### src/rtl/grom_io_ctrl.sv
// grom_io_ctrl: registered display/LED ports, debounced switches, tick timer.
// Define GROM_IO_TIMER_EN to build the prescaled timer at port 0x02.
module grom_io_ctrl #(
  parameter int DEBOUNCE_CYCLES = 250000,
  parameter int PRESCALE        = 25000
) (
  input  logic        clk,
  input  logic        reset,
  input  logic [11:0] addr,
  input  logic [7:0]  data_in,
  input  logic        we,
  input  logic        ioreq,
  input  logic [3:0]  i_Switch,
  output logic [7:0]  data_out,
  output logic [7:0]  display_out,
  output logic [3:0]  led_out
);

  localparam int DW = $clog2(DEBOUNCE_CYCLES);
  localparam logic [DW-1:0] DMAX = DW'(DEBOUNCE_CYCLES - 1);

  if (DEBOUNCE_CYCLES < 2 || PRESCALE < 1) begin : g_bad_cfg
    $error("grom_io_ctrl: need DEBOUNCE_CYCLES >= 2, PRESCALE >= 1");
  end

  logic [7:0] port;
  logic       wr;
  logic       rd;
  logic       unused_addr;

  assign port        = addr[7:0];
  assign wr          = ioreq & we;
  assign rd          = ioreq & ~we;
  assign unused_addr = ^addr[11:8];

  logic [3:0]    sync1;
  logic [3:0]    sync2;
  logic [3:0]    state;
  logic [3:0]    flags;
  logic [3:0]    rise;
  logic [DW-1:0] cnt [4];
  logic          clr;

  always_comb begin
    rise = '0;
    for (int i = 0; i < 4; i++)
      rise[i] = sync2[i] & ~state[i] & (cnt[i] == DMAX);
  end

  assign clr = rd && (port == 8'h04);

  always_ff @(posedge clk) begin
    if (reset) begin
      sync1 <= '0;
      sync2 <= '0;
      state <= '0;
      flags <= '0;
      for (int i = 0; i < 4; i++)
        cnt[i] <= '0;
    end else begin
      sync1 <= i_Switch;
      sync2 <= sync1;
      // set beats clear when a new edge lands on a flag read
      flags <= (flags & ~{4{clr}}) | rise;
      for (int i = 0; i < 4; i++) begin
        if (sync2[i] == state[i]) begin
          cnt[i] <= '0;
        end else if (cnt[i] == DMAX) begin
          state[i] <= sync2[i];
          cnt[i]   <= '0;
        end else begin
          cnt[i] <= cnt[i] + 1'b1;
        end
      end
    end
  end

  logic [7:0] tmr_rd;

`ifdef GROM_IO_TIMER_EN
  localparam int PW = (PRESCALE > 1) ? $clog2(PRESCALE) : 1;
  localparam logic [PW-1:0] PMAX = PW'(PRESCALE - 1);

  logic [PW-1:0] pre;
  logic [7:0]    tmr;

  always_ff @(posedge clk) begin
    if (reset) begin
      pre <= '0;
      tmr <= '0;
    end else if (wr && port == 8'h02) begin
      pre <= '0;
      tmr <= data_in;
    end else if (pre == PMAX) begin
      pre <= '0;
      tmr <= tmr + 8'h01;
    end else begin
      pre <= pre + 1'b1;
    end
  end

  assign tmr_rd = tmr;
`else
  assign tmr_rd = 8'h00;
`endif

  always_ff @(posedge clk) begin
    if (reset) begin
      display_out <= 8'h00;
      led_out     <= 4'h0;
      data_out    <= 8'h00;
    end else begin
      if (wr && port == 8'h00)
        display_out <= data_in;
      if (wr && port == 8'h01)
        led_out <= data_in[3:0];
      if (rd) begin
        case (port)
          8'h00:   data_out <= display_out;
          8'h01:   data_out <= {4'h0, led_out};
          8'h02:   data_out <= tmr_rd;
          8'h03:   data_out <= {4'h0, state};
          8'h04:   data_out <= {4'h0, flags};
          default: data_out <= 8'h00;
        endcase
      end
    end
  end

endmodule

### config.mk
export PLATFORM = sky130hd
export DESIGN_NAME = grom_io_ctrl
export DESIGN_NICKNAME = d
export VERILOG_FILES = /design/src/rtl/grom_io_ctrl.sv
export SDC_FILE = /design/constraint.sdc
export NUM_CORES = 1
export LEC_CHECK = 0
export ABC_AREA = 1
export BUFFER_PORTS_ARGS = -buffer_cell sky130_fd_sc_hd__buf_2
export CELL_PAD_IN_SITES_DETAIL_PLACEMENT = 2
export CELL_PAD_IN_SITES_GLOBAL_PLACEMENT = 2
export CORE_MARGIN = 2
export CORE_UTILIZATION = 36
export CTS_CLUSTER_DIAMETER = 40
export CTS_CLUSTER_SIZE = 30
export DETAILED_ROUTE_END_ITERATION = 16
export PLACE_DENSITY = 0.77
export SETUP_SLACK_MARGIN = 0.2
export SLEW_MARGIN = 20
export SYNTH_ARGS = -nofsm -noshare
export SYNTH_HDL_FRONTEND = slang
export SYNTH_SLANG_ARGS = --single-unit
### constraint.sdc
create_clock -name clk -period 2.3 [get_ports clk]
set_input_delay 0.46 -clock clk [delete_from_list [all_inputs] [get_ports clk]]
set_output_delay 0.46 -clock clk [all_outputs]
set_load 0.005 [all_outputs]
Word-level counts from Yosys, hierarchy flattened. Memory sizes are Yosys's and may differ from the RTL's. Cells that the tools add are included. Widths: inputs -> output; s select.

$add $sub $neg: 4. $mul: 0. Div/mod/pow operators: 0. Order comparisons: 0. Eq/ne operators: 11. Shift operators: 0. Multiplexer cells: 59. Bitwise operators: 34. Reduce and logical (&&, ||, !) cells: 8.

Operators by type and width (number): $mux 18 (12); $add 18x1->18 const B (4); $eq 18x18->1 const B (4); $mux 1 (46); $pmux 8 s4 (1); $or 1x1->1 (12); $and 1x1->1 (10); $not 1->1 (9); $eq 8x1->1 const B (1); $eq 8x2->1 const B (1); $eq 8x3->1 const B (1); $logic_not 8->1 (1); $reduce_and 2->1 (4); $and 4x4->4 (1); $eq 1x1->1 (4); $not 4->4 (1); $or 4x4->4 (1); $logic_and 1x1->1 (3).

Register bits after elaboration: 36. Bits in latches: 0. RAM bits: 72. ROM bits: 0. Input bits: 28. Word-level logic and storage cells: 127. Memories kept: 1.

Memory list: cnt (words 4, width 18, read ports 4, clocked after memory_dff 0, write ports 4, line 41) `logic [DW-1:0] cnt [4];`.

Depth between registers and ports, before layout. Gate-level depths: netlist of run 1. An unclocked memory read counts as a cell.

Word-level depth: 8. Mapped depth: 10.

Worst setup path before layout of run 1. OpenSTA, ideal clock, no wires.

Kind: reg2reg. Start point: mem cnt[1][0] in the netlist's numbering. End point: mem cnt[1][11] in the netlist's numbering (data pin). Setup time: 0.254 ns. Arrival time: 1.423 ns. Data required time: 2.046 ns. Slack: 0.623 ns. Stages on the path, launching flop included: 9. Period minus slack after synthesis: 1.677 ns. Cells stage by stage: edfxtp_1 > ha_1 > nand3_2 > or2_1 > nor2_2 > nand2_2 > nand3_4 > buf_6 > nor2_1.

RTL lines (line): from (decl) (41).

==> metrics.yaml, run 1 <==
synth:
  synthTopCellsByCount: "141 x nor2_1, 129 x nand2_1, 90 x inv_1"
  syn_inst: 707
  yosysTopAreaCellShare_pct: 37.8
  synth_top_cell_by_area: "edfxtp_1"
  synthTopCellsByArea: "edfxtp_1 38%, dfxtp_1 13%, nor2_1 9.3%, nand2_1 8.5%, inv_1 5.9%"
  async_reset_ff_share_pct: 0
  synthFlopType: "edfxtp_1"
  synth-edff-count: 72
  yosysMostFrequentCell: "nor2_1"
  synth_seq_cells: 108
  syn-cell-area_um2: 5720
  avgSynthCellArea_um2: 8.09
  yosysSeqAreaShare_pct: 50.4
  synth.distinct_cells: 33
  yosysWarnings: 0
floorplanning:
  die_x_um: 130
  die-area_um2: 16900
  rows: 46
  die-height_um: 130
  start_util_pct: 36.4
  core_area_um2: 15700
  ios: 48
placed_design:
  io_buffers: 43
  place_inst: 1032
  place.gp.congestion: 0.811
  hpwl_mm: 12.1
  placed_area_um2: 6460
routing:
  drt_wl_total_mm: 15.4
  drt_iter0_drc: 170
  route.vias.total: 4994
  firstDrtPassIters: 4
  avgViaCountPerCell: 4.77
  ant_nets: 0
  drc: 0
  routedWlPerCell_um: 14.7
sta:
  worst_pin_slew_ns: 0.642
  slew_viol_final: 0
  max_slew_margin_pct: 57.1
  hold_ws_ns: 0.320
  fin_crit_sh_pct: 82.9
  setup-violations-final: 0
  clock_skew_ns: 0.00592
  period_needed_ns: 1.91
  fmax_mhz: 525
  finalSetupTns_ns: 0
  hold_viol_final: 0
  rsz0062_at_grt: "yes"
final_layout:
  areaGrowthSynthToFinish_pct: 18.7
  diodes: 0
  finalNetCount: 863
  final_area_um2: 6780
  fin_cells: 1048
  drive_above_1_share_pct: 9.86
clock_network:
  holdBufCountCts: 0
  cts.sinks: 108
  ctsLongestPathBuffers: 2
  cts_tree: "yes"
  insertion_delay_ns: 0.36
  cts_setup_buffers: 0
  clk_pin_slew_ns: 0.07
  cts-htree-levels: 3
  cts.repair.resized: 0
  numCtsBuffers: 9
  cts_root_buf: "clkbuf_16"
critical_path:
  cp_max_fo: 17
  critPathArrivalTime_ns: 2.09
  reg2reg_slack_ns: 0.39
  crit_required_ns: 2.48
  critPathMaxStageDelay_ns: 0.43
  cp_cell_sequence: "ha_1 > nand3_2 > inv_1 > nand3b_1 > nand2_1 > nor3b_1"
  crit_slowest_cell: "edfxtp_1"
  start_kind: "flip-flop"
  criticalPathCategory: "reg2reg"
  end_kind: "flip-flop"
grt:
  first_global_vias: 5570
  grtUsageTotal_pct: 19.8
  antenna_found_initial: 0
  overflow: 0
  grt_start_max_net_pins: 23
  grt_pass1_wl_mm: 26.3
run:
  maxCapViolCount: 0
power:
  power_mw: 4.10
  ir_drop_mv: 0.358
  power.leakage_nw: 2.89
  powerDensity_nw_per_um2: 604
hold_path:
  hold_path.class: "in2reg"
run_status:
  status: "finished clean"
==> kinds of logic after synthesis <==
family                   after synthesis  share of synthesized area (%)
adder cells (fa/ha/maj)                8                           1.75
buffers and inverters                101                           7.05
flip-flops                           108                           50.4
other                                  1                         0.0656
AO/OA/AOI/OAI                         63                           5.54
AND/OR/NAND/NOR                      396                           30.6
XOR/XNOR                              30                           4.60
==> flip-flops by register name, indices dropped and copies added, names as in the netlist <==
register and cells:
cnt 72, sync2 4, display_out 8, data_out 8
flags 4, sync1 4, led_out 4, state 4
==> worst max-delay path, delay by kind of cell (launching register included) <==
kind	cells	cell delay, ns
adders and majority gates	1	0.26
buffers and inverters	1	0.06
DFF	1	0.43
and+or+nand+nor	4	0.98
==> layout by cell type (no fill, tap or decap) <==
cell / count
nor2_1: 140
nand2_1: 129
inv_1: 90
edfxtp_1: 72
conb_1: 72
nand3_1: 55
buf_2: 43
a21oi_1: 37
dfxtp_1: 36
o21ai_0: 25
xor2_1: 24
nand4_1: 22
nor3_1: 22
clkbuf_16: 10
ha_1: 8
xnor2_1: 6
nor2_2: 5
or2_2: 4
buf_4: 4
nand3_2: 3
or2_0: 3
nand3b_1: 2
and2_1: 2
nand2_2: 2
nand3_4: 2
nor4_1: 2
clkinv_2: 2
nor3b_1: 1
inv_2: 1
nor3_4: 1
or2_1: 1
a31oi_1: 1
clkbuf_8: 1
inv_6: 1
inv_4: 1
bufinv_16: 1
buf_12: 1
==> where the power goes <==
part	switching, mW	internal, mW
registers	0.0628	2.13
logic	0.150	0.0726
clock network	0.736	0.942
total	0.949	3.15
==> area by class of cell <==
| type | instances | area (um2) |
|---|---|---|
| clock inverter | 5 | 55.1 |
| tap | 216 | 270 |
| sequential | 108 | 2880 |
| clock buffer | 11 | 264 |
| fill | 1861 | 8930 |
| timing repair buffer | 48 | 265 |
| multi-input combinational | 569 | 2710 |
| inverter | 91 | 342 |
==> through the flow <==
step	utilization (%)	setup WS (ns)
floorplan	-	0.623
global placement	41.1	0.406
detailed placement	41.1	0.268
CTS	43.1	0.241
global route	43.2	0.192
finish	43.2	0.393
==> routing by layer <==
metal | vias to the layer above | wire (um) | part of all wire, % | global-route usage, %
li1 | 2485 | - | - | -
met1 | 2468 | 6100 | 40 | 20.6
met2 | 28 | 8900 | 58 | 39.9
met5 | - | 0 | 0 | 0
met3 | 13 | 253 | 1.6 | 4.06
met4 | 0 | 167 | 1.1 | 5.06
==> final timing paths <==
kind	from	endpoint	cells past startpoint
worst max-delay path	cnt[2][0]	cnt[2][2]	6
worst min-delay path	i_Switch[2]	sync1[2]	3
worst max register to register	cnt[2][0]	cnt[2][2]	6
worst min register to register	sync1[2]	sync2[2]	2
No activity file was read; power rests on OpenSTA's default activity.
==> inputs of run 2 (changes only) <==
- ABC_AREA: 1 -> 0
- CORE_UTILIZATION: 36 -> 39
- clock period: 2.3 -> 1.9 ns (I/O delays scaled with it)
==> metrics.yaml, run 2 <==
synth:
  async_reset_ff_share_pct: 0
  avgSynthCellArea_um2: 10.4
  syn-cell-area_um2: 5440
  yosysTopAreaCellShare_pct: 39.8
  yosysMostFrequentCell: "nor2_1"
  synth.distinct_cells: 50
  synthTopCellsByCount: "96 x nor2_1, 72 x edfxtp_1, 48 x xnor2_1"
  yosysWarnings: 0
  synth_top_cell_by_area: "edfxtp_1"
  synthTopCellsByArea: "edfxtp_1 40%, dfxtp_1 13%, xnor2_1 7.7%, nor2_1 6.6%, nand4_1 3.0%"
  syn_inst: 524
  synth-edff-count: 72
  synth_seq_cells: 108
  synthFlopType: "edfxtp_1"
  yosysSeqAreaShare_pct: 53.0
placed_design:
  place_inst: 851
  io_buffers: 43
  place.gp.congestion: 0.775
  hpwl_mm: 11.3
floorplanning:
  rows: 43
  die_x_um: 122
  die-height_um: 122
  ios: 48
  start_util_pct: 39.5
sta:
  worstEpCategory: "sequential cell input"
  postGrtWorstEndpoint: "cnt[1][4]$_SDFFCE_PN0P_/D"
run_status:
  status: "stopped before the end"
  stop_stage: "global routing"
  tool.error: "[ERROR DPL-0033] detailed placement checks failed during check placement."
clock_network:
  holdBufCountCts: 0
  numCtsBuffers: 9
  cts.sinks: 108
  cts_root_buf: "clkbuf_16"
  ctsLongestPathBuffers: 2
  cts-htree-levels: 3
grt:
  grt_start_max_net_pins: 19
  antenna_found_initial: 2
## run 2: cell types whose count changed after synthesis, sizes merged, moves of 7 or more
cell   change
mux2i     +15
o21ai     -18
nand3     -35
xor2      -14
inv       -70
nor4b      +7
nor2      -49
xnor2     +42
nand2    -103
nor4      +26
nor2b     +10
nor3       -9
a21oi     -26
## run 2: repair_timing
| item | in CTS |
|---|---|
| setup buffers | 38 |
| gates resized for setup | 54 |
| pin swaps | 19 |
| endpoints found under the hold margin | 0 |
| cloned | 3 |
| setup endpoints to repair | 77 |
## run 2: cells by family after synthesis
family / count (synthesis) / synth area share (%)
AO/OA/AOI/OAI: 42 / 5.61
XOR/XNOR: 58 / 9.34
adder cells (fa/ha/maj): 8 / 1.84
buffers and inverters: 33 / 2.42
flip-flops: 108 / 53.0
multiplexers: 18 / 3.38
other: 1 / 0.0689
AND/OR/NAND/NOR: 256 / 24.3
## run 2: per-stage QoR
| step | instance area [um2] | setup slack (ns) | utilization, % | TNS, ns |
|---|---|---|---|---|
| 4_1_cts | 7400 | -0.0176 | 53.7 | -0.0438 |
| 3_3_place_gp | 6500 | -0.0499 | 47.2 | -0.214 |
| 2_1_floorplan | 5800 | -0.0948 | - | -1.04 |
| 3_5_place_dp | 6500 | -0.120 | 47.2 | -2.49 |
==> inputs of run 3 (changes only) <==
- CELL_PAD_IN_SITES_DETAIL_PLACEMENT: 2 -> unset
- CELL_PAD_IN_SITES_GLOBAL_PLACEMENT: 2 -> unset
- CORE_UTILIZATION: 39 -> 25
- CTS_CLUSTER_DIAMETER: 40 -> unset
- CTS_CLUSTER_SIZE: 30 -> unset
- PLACE_DENSITY: 0.77 -> unset
- PLACE_DENSITY_LB_ADDON: unset -> 0.15
- SETUP_SLACK_MARGIN: 0.2 -> unset
==> metrics.yaml, run 3 <==
run_status:
  status: "finished clean"
placed_design:
  hpwl_mm: 8.59
  place.gp.congestion: 0.748
  io_buffers: 43
  placed_area_um2: 6640
critical_path:
  reg2regPathDepth: 6
  criticalPathCategory: "reg2reg"
  startpoint: "cnt[1][9]"
  critPathArrivalTime_ns: 1.97
  start_kind: "flip-flop"
  r2r-start: "cnt[1][9]"
  crit_required_ns: 2.01
  cp_max_fo: 4
  endpoint: "cnt[1][8]"
  r2r-end: "cnt[1][8]"
  reg2reg_slack_ns: 0.03
  end_kind: "flip-flop"
routing:
  routedWlPerCell_um: 12.1
  drt_iter0_drc: 165
  firstDrtPassIters: 4
  route.vias.total: 4209
  ant_nets: 0
  avgViaCountPerCell: 4.33
  drc: 0
  drt_wl_total_mm: 11.8
synth:
  yosysMostFrequentCell: "nor2_1"
  synth_compound_area_share_pct: 5.61
  synth_top_cell_by_area: "edfxtp_1"
  async_reset_ff_share_pct: 0
  synthTopCellsByArea: "edfxtp_1 40%, dfxtp_1 13%, xnor2_1 7.7%, nor2_1 6.6%, nand4_1 3.0%"
  muxShareOfSynthArea_pct: 3.38
  synth-edff-count: 72
  yosys.area_share.simple_pct: 24.3
  yosysWarnings: 0
  yosysSeqAreaShare_pct: 53.0
  synthFlopType: "edfxtp_1"
  synth_seq_cells: 108
  synthAdderAreaFrac_pct: 1.84
  synth_xor_xnor_area_share_pct: 9.34
  yosysTopAreaCellShare_pct: 39.8
  synthTopCellsByCount: "96 x nor2_1, 72 x edfxtp_1, 48 x xnor2_1"
  syn-cell-area_um2: 5440
  synth_top_family_by_area: "simple AND/OR/NAND/NOR gates"
  avgSynthCellArea_um2: 10.4
  syn_inst: 524
  synth.distinct_cells: 50
sta:
  hold_viol_final: 0
  slew_viol_final: 0
  setup-violations-final: 0
  clock_skew_ns: 0.00980
  period_needed_ns: 1.87
  rsz0062_at_grt: "yes"
  fmax_mhz: 535
  fin_crit_sh_pct: 98.4
final_layout:
  final_common_cell: "nor2_1"
  largest_reg_flops: 72
  final_cell_mix: "89 x nor2_1, 72 x edfxtp_1, 72 x conb_1, 48 x xnor2_1, 46 x buf_4"
  fillers: 2206
  drive_above_1_share_pct: 20.1
  areaGrowthSynthToFinish_pct: 30.1
  finalNetCount: 728
  reg.largest.list: "cnt: 72 flops, data_out: 8 flops, display_out: 8 flops"
  final_area_um2: 7070
  top_register: "cnt"
power:
  power_mw: 4.80
  power.leakage_nw: 2.56
  ir_drop_mv: 0.484
  powerDensity_nw_per_um2: 678
floorplanning:
  die-area_um2: 23000
  start_util_pct: 25.6
  ios: 48
  core_area_um2: 21200
  die_x_um: 152
  rows: 53
  die-height_um: 152
clock_network:
  clk_pin_slew_ns: 0.07
  insertion_delay_ns: 0.35
  cts.sinks: 108
  ctsLongestPathBuffers: 2
  cts-htree-levels: 3
  cts_root_buf: "clkbuf_16"
  holdBufCountCts: 0
  cts_tree: "yes"
  numCtsBuffers: 9
grt:
  grt_start_max_net_pins: 19
  antenna_found_initial: 2
  grtUsageTotal_pct: 10.7
  first_global_vias: 3972
  overflow: 0
  grt_pass1_wl_mm: 19.5
run:
  maxCapViolCount: 0
hold_path:
  hold_path.class: "in2reg"
==> run 3: metrics by stage <==
step                hold slack (ns)  cells  util, %  worst slack (ns)  setup TNS (ns)
finish                        0.247    972     33.3            0.0309               0
floorplan                     0.410    595        -           -0.0948           -1.04
global placement              0.420    948     31.3           -0.0194         -0.0500
detailed placement            0.424    948     31.3           -0.0225          -0.150
CTS                           0.221    966     32.9           -0.0189          -0.149
global route                  0.229    971     33.3           -0.0169          -0.114
==> run 3: metal layers <==
layer  track usage (%)  vias up  wire (um)
met2              16.3       67       5030
met3              2.96       13        578
met4              3.94        2        178
met5                 0        -          7
met1              14.6     1956       5990
li1                  -     2171          -
==> run 3: layout make-up <==
| class | instances | area (um2) | share of cell area, % |
|---|---|---|---|
| Antenna cell | 1 | 2.50 | 0.0354 |
| Clock buffer | 11 | 264 | 3.73 |
| Clock inverter | 4 | 22.5 | 0.318 |
| Inverter | 22 | 82.6 | 1.17 |
| Multi-Input combinational cell | 454 | 2750 | 38.9 |
| Sequential cell | 108 | 2880 | 40.7 |
| Tap cell | 275 | 344 | 4.86 |
| Timing Repair Buffer | 97 | 724 | 10.2 |
==> run 3: kinds of logic after synthesis <==
kind of cell | count (synthesis)
AO/OA/AOI/OAI | 42
XOR/XNOR | 58
adder cells (fa/ha/maj) | 8
buffers and inverters | 33
flip-flops | 108
multiplexers | 18
other | 1
AND/OR/NAND/NOR | 256
==> run 3: where the power goes <==
group | switching [mW] | internal, mW
clock | 0.853 | 0.995
sequential | 0.0657 | 2.58
combinational | 0.167 | 0.140
total | 1.09 | 3.71
==> run 3: worst min path at each step <==
stage	from	end	slack (ns)	cells past startpoint
after floorplan	flags[1]	flags[1]	0.41	2
after global placement	sync1[3]	sync2[3]	0.42	1
after CTS	i_Switch[1]	sync1[1]	0.22	2
after global routing	i_Switch[1]	sync1[1]	0.23	2
after detailed placement	sync1[3]	sync2[3]	0.42	1
final	i_Switch[1]	sync1[1]	0.25	2
==> run 3: worst max-delay path: stages, from the launching register on <==
cell       delay, ns
edfxtp_1        0.39
or4b_4          0.57
nor4_4          0.16
a211o_1         0.20
buf_6           0.13
clkbuf_16       0.14
nor2_2          0.03
==> run 3: repair_timing <==
action / CTS / global route
setup buffers: 2 / 4
setup endpoints to repair: 18 / 35
resized for setup: 1 / 12
pin swaps: 3 / 3
cloned: 1 / 1
==> inputs of run 4 (changes only) <==
- PLACE_DENSITY_LB_ADDON: 0.15 -> unset
==> metrics.yaml, run 4 (same netlist as run 3, synthesis figures left out) <==
critical_path:
  end_kind: "flip-flop"
  reg2regPathDepth: 5
  criticalPathCategory: "reg2reg"
  cp_max_fo: 9
  r2r-end: "cnt[1][11]"
  critPathMaxStageDelay_ns: 0.56
  crit_slowest_cell: "or4b_4"
  crit_required_ns: 2.02
  cp_cell_sequence: "or4b_4 > nor4_4 > a211o_1 > bufbuf_16 > nor2_1"
  start_kind: "flip-flop"
  reg2reg_slack_ns: 0.05
  critPathArrivalTime_ns: 1.97
  r2r-start: "cnt[1][8]"
final_layout:
  final_cell_mix: "96 x nor2_1, 72 x edfxtp_1, 72 x conb_1, 51 x buf_4, 48 x xnor2_1"
  final_common_cell: "nor2_1"
  top_register: "cnt"
  final_area_um2: 7080
  largest_reg_flops: 72
  areaGrowthSynthToFinish_pct: 30.2
  drive_above_1_share_pct: 20.6
  finalNetCount: 729
  fin_cells: 974
  reg.largest.list: "cnt: 72 flops, data_out: 8 flops, display_out: 8 flops"
clock_network:
  cts_root_buf: "clkbuf_16"
  cts-htree-levels: 3
  cts_tree: "yes"
  ctsLongestPathBuffers: 2
  insertion_delay_ns: 0.35
  numCtsBuffers: 9
  holdBufCountCts: 0
  clk_pin_slew_ns: 0.08
  cts.sinks: 108
power:
  power.leakage_nw: 2.56
  swShare_pct: 23.2
  internal_power_mw: 3.72
  clock_power_share_pct: 39.3
  powerDensity_nw_per_um2: 684
  ir_drop_mv: 0.592
  power_mw: 4.84
  p_sw_mw: 1.12
  seq_power_share_pct: 54.6
  p_comb_share_pct: 6.1
sta:
  fin_crit_sh_pct: 97.5
  rsz0062_at_grt: "yes"
  slew_viol_final: 0
  hold_viol_final: 0
  fmax_mhz: 540
  period_needed_ns: 1.85
  finalSetupTns_ns: 0
  setup_slack_ns: 0.0475
  setup-violations-final: 0
  clock_skew_ns: 0.0105
grt:
  grt_start_max_net_pins: 19
  met2_usage_pct: 16.1
  gr-usage-met3_pct: 2.01
  use_met1_pct: 13.1
  grt_pass1_wl_mm: 18.4
  antenna_found_initial: 2
  first_global_vias: 3969
  grtUsageTotal_pct: 9.96
  grt_most_used_layer: "met2"
  overflow: 0
placed_design:
  placed_area_um2: 6640
  hpwl_mm: 8.07
  io_buffers: 43
  place_inst: 951
  dp_slack_ns: -0.0202
  place.gp.congestion: 0.788
routing:
  route.vias.total: 4144
  routedWlPerCell_um: 11.2
  firstDrtPassIters: 5
  drc: 0
  avgViaCountPerCell: 4.25
  drt_wl_total_mm: 10.9
  ant_nets: 0
  drt_iter0_drc: 195
floorplanning:
  die-area_um2: 23000
  die-height_um: 152
  start_util_pct: 25.6
  die_x_um: 152
  ios: 48
  core_area_um2: 21200
  rows: 53
run_status:
  status: "finished clean"
hold_path:
  min_to: "sync1[3]"
  holdCritStartpoint: "i_Switch[3]"
  hold_path.class: "in2reg"
  whs_path_depth: 2
run:
  maxCapViolCount: 0
-- run 4: worst max path at each step --
| stage | to | slack, ns | start | cells past startpoint |
|---|---|---|---|---|
| after floorplan | cnt[1][0] | -0.09 | cnt[1][6] | 6 |
| after global placement | cnt[1][2] | 0.008 | cnt[1][6] | 5 |
| after detailed placement | display_out[4] | -0.02 | addr[5] | 6 |
| after CTS | cnt[1][11] | 0.01 | cnt[1][9] | 5 |
| after global routing | cnt[1][11] | -0.04 | cnt[1][8] | 5 |
| final | cnt[1][11] | 0.05 | cnt[1][8] | 5 |
-- run 4: layer usage --
| metal | share of wire, % | vias to the layer above |
|---|---|---|
| met5 | 0.10 | - |
| met4 | 1.7 | 2 |
| met3 | 5.3 | 11 |
| met2 | 43 | 73 |
| met1 | 49 | 1878 |
| li1 | - | 2180 |
-- run 4: timing repair --
action,CTS,global route
gates cloned,1,0
setup endpoints to repair,18,74
pin swaps,3,4
buffers inserted,1,4
gates resized for setup,0,12
-- run 4: power groups by stage --
| stage | clock [mW] | combinational, mW | sequential, mW |
|---|---|---|---|
| 6_report | 1.90 | 0.296 | 2.64 |
| 5_1_grt | 2.06 | 0.336 | 2.66 |
| 4_1_cts | 1.96 | 0.290 | 2.64 |
| 3_5_place_dp | 0 | 0.282 | 2.70 |
| 3_3_place_gp | 0 | 0.282 | 2.69 |
| 2_1_floorplan | 0 | 0.168 | 2.69 |
-- run 4: metrics by stage --
step | hold WS [ns] | util (%)
2_1_floorplan | 0.410 | -
3_3_place_gp | 0.426 | 31.3
3_5_place_dp | 0.424 | 31.3
4_1_cts | 0.229 | 32.9
5_1_grt | 0.238 | 33.4
6_report | 0.242 | 33.4
-- run 4: area by class of cell --
| cell class | count | area, um2 |
|---|---|---|
| Fill cell | 2186 | 14100 |
| Multi-Input combinational cell | 454 | 2780 |
| Tap cell | 275 | 344 |
| Clock inverter | 6 | 60.1 |
| Sequential cell | 108 | 2880 |
| Timing Repair Buffer | 98 | 691 |
| Inverter | 22 | 82.6 |
| Antenna cell | 1 | 2.50 |
| Clock buffer | 10 | 239 |
-- run 4: critical path, delay by kind of cell, from the launching register on --
family / cells / cell delay [ns]
AOI/OAI and AO/OA: 1 / 0.20
buffers and inverters: 1 / 0.27
DFF: 1 / 0.38
and+or+nand+nor: 3 / 0.77
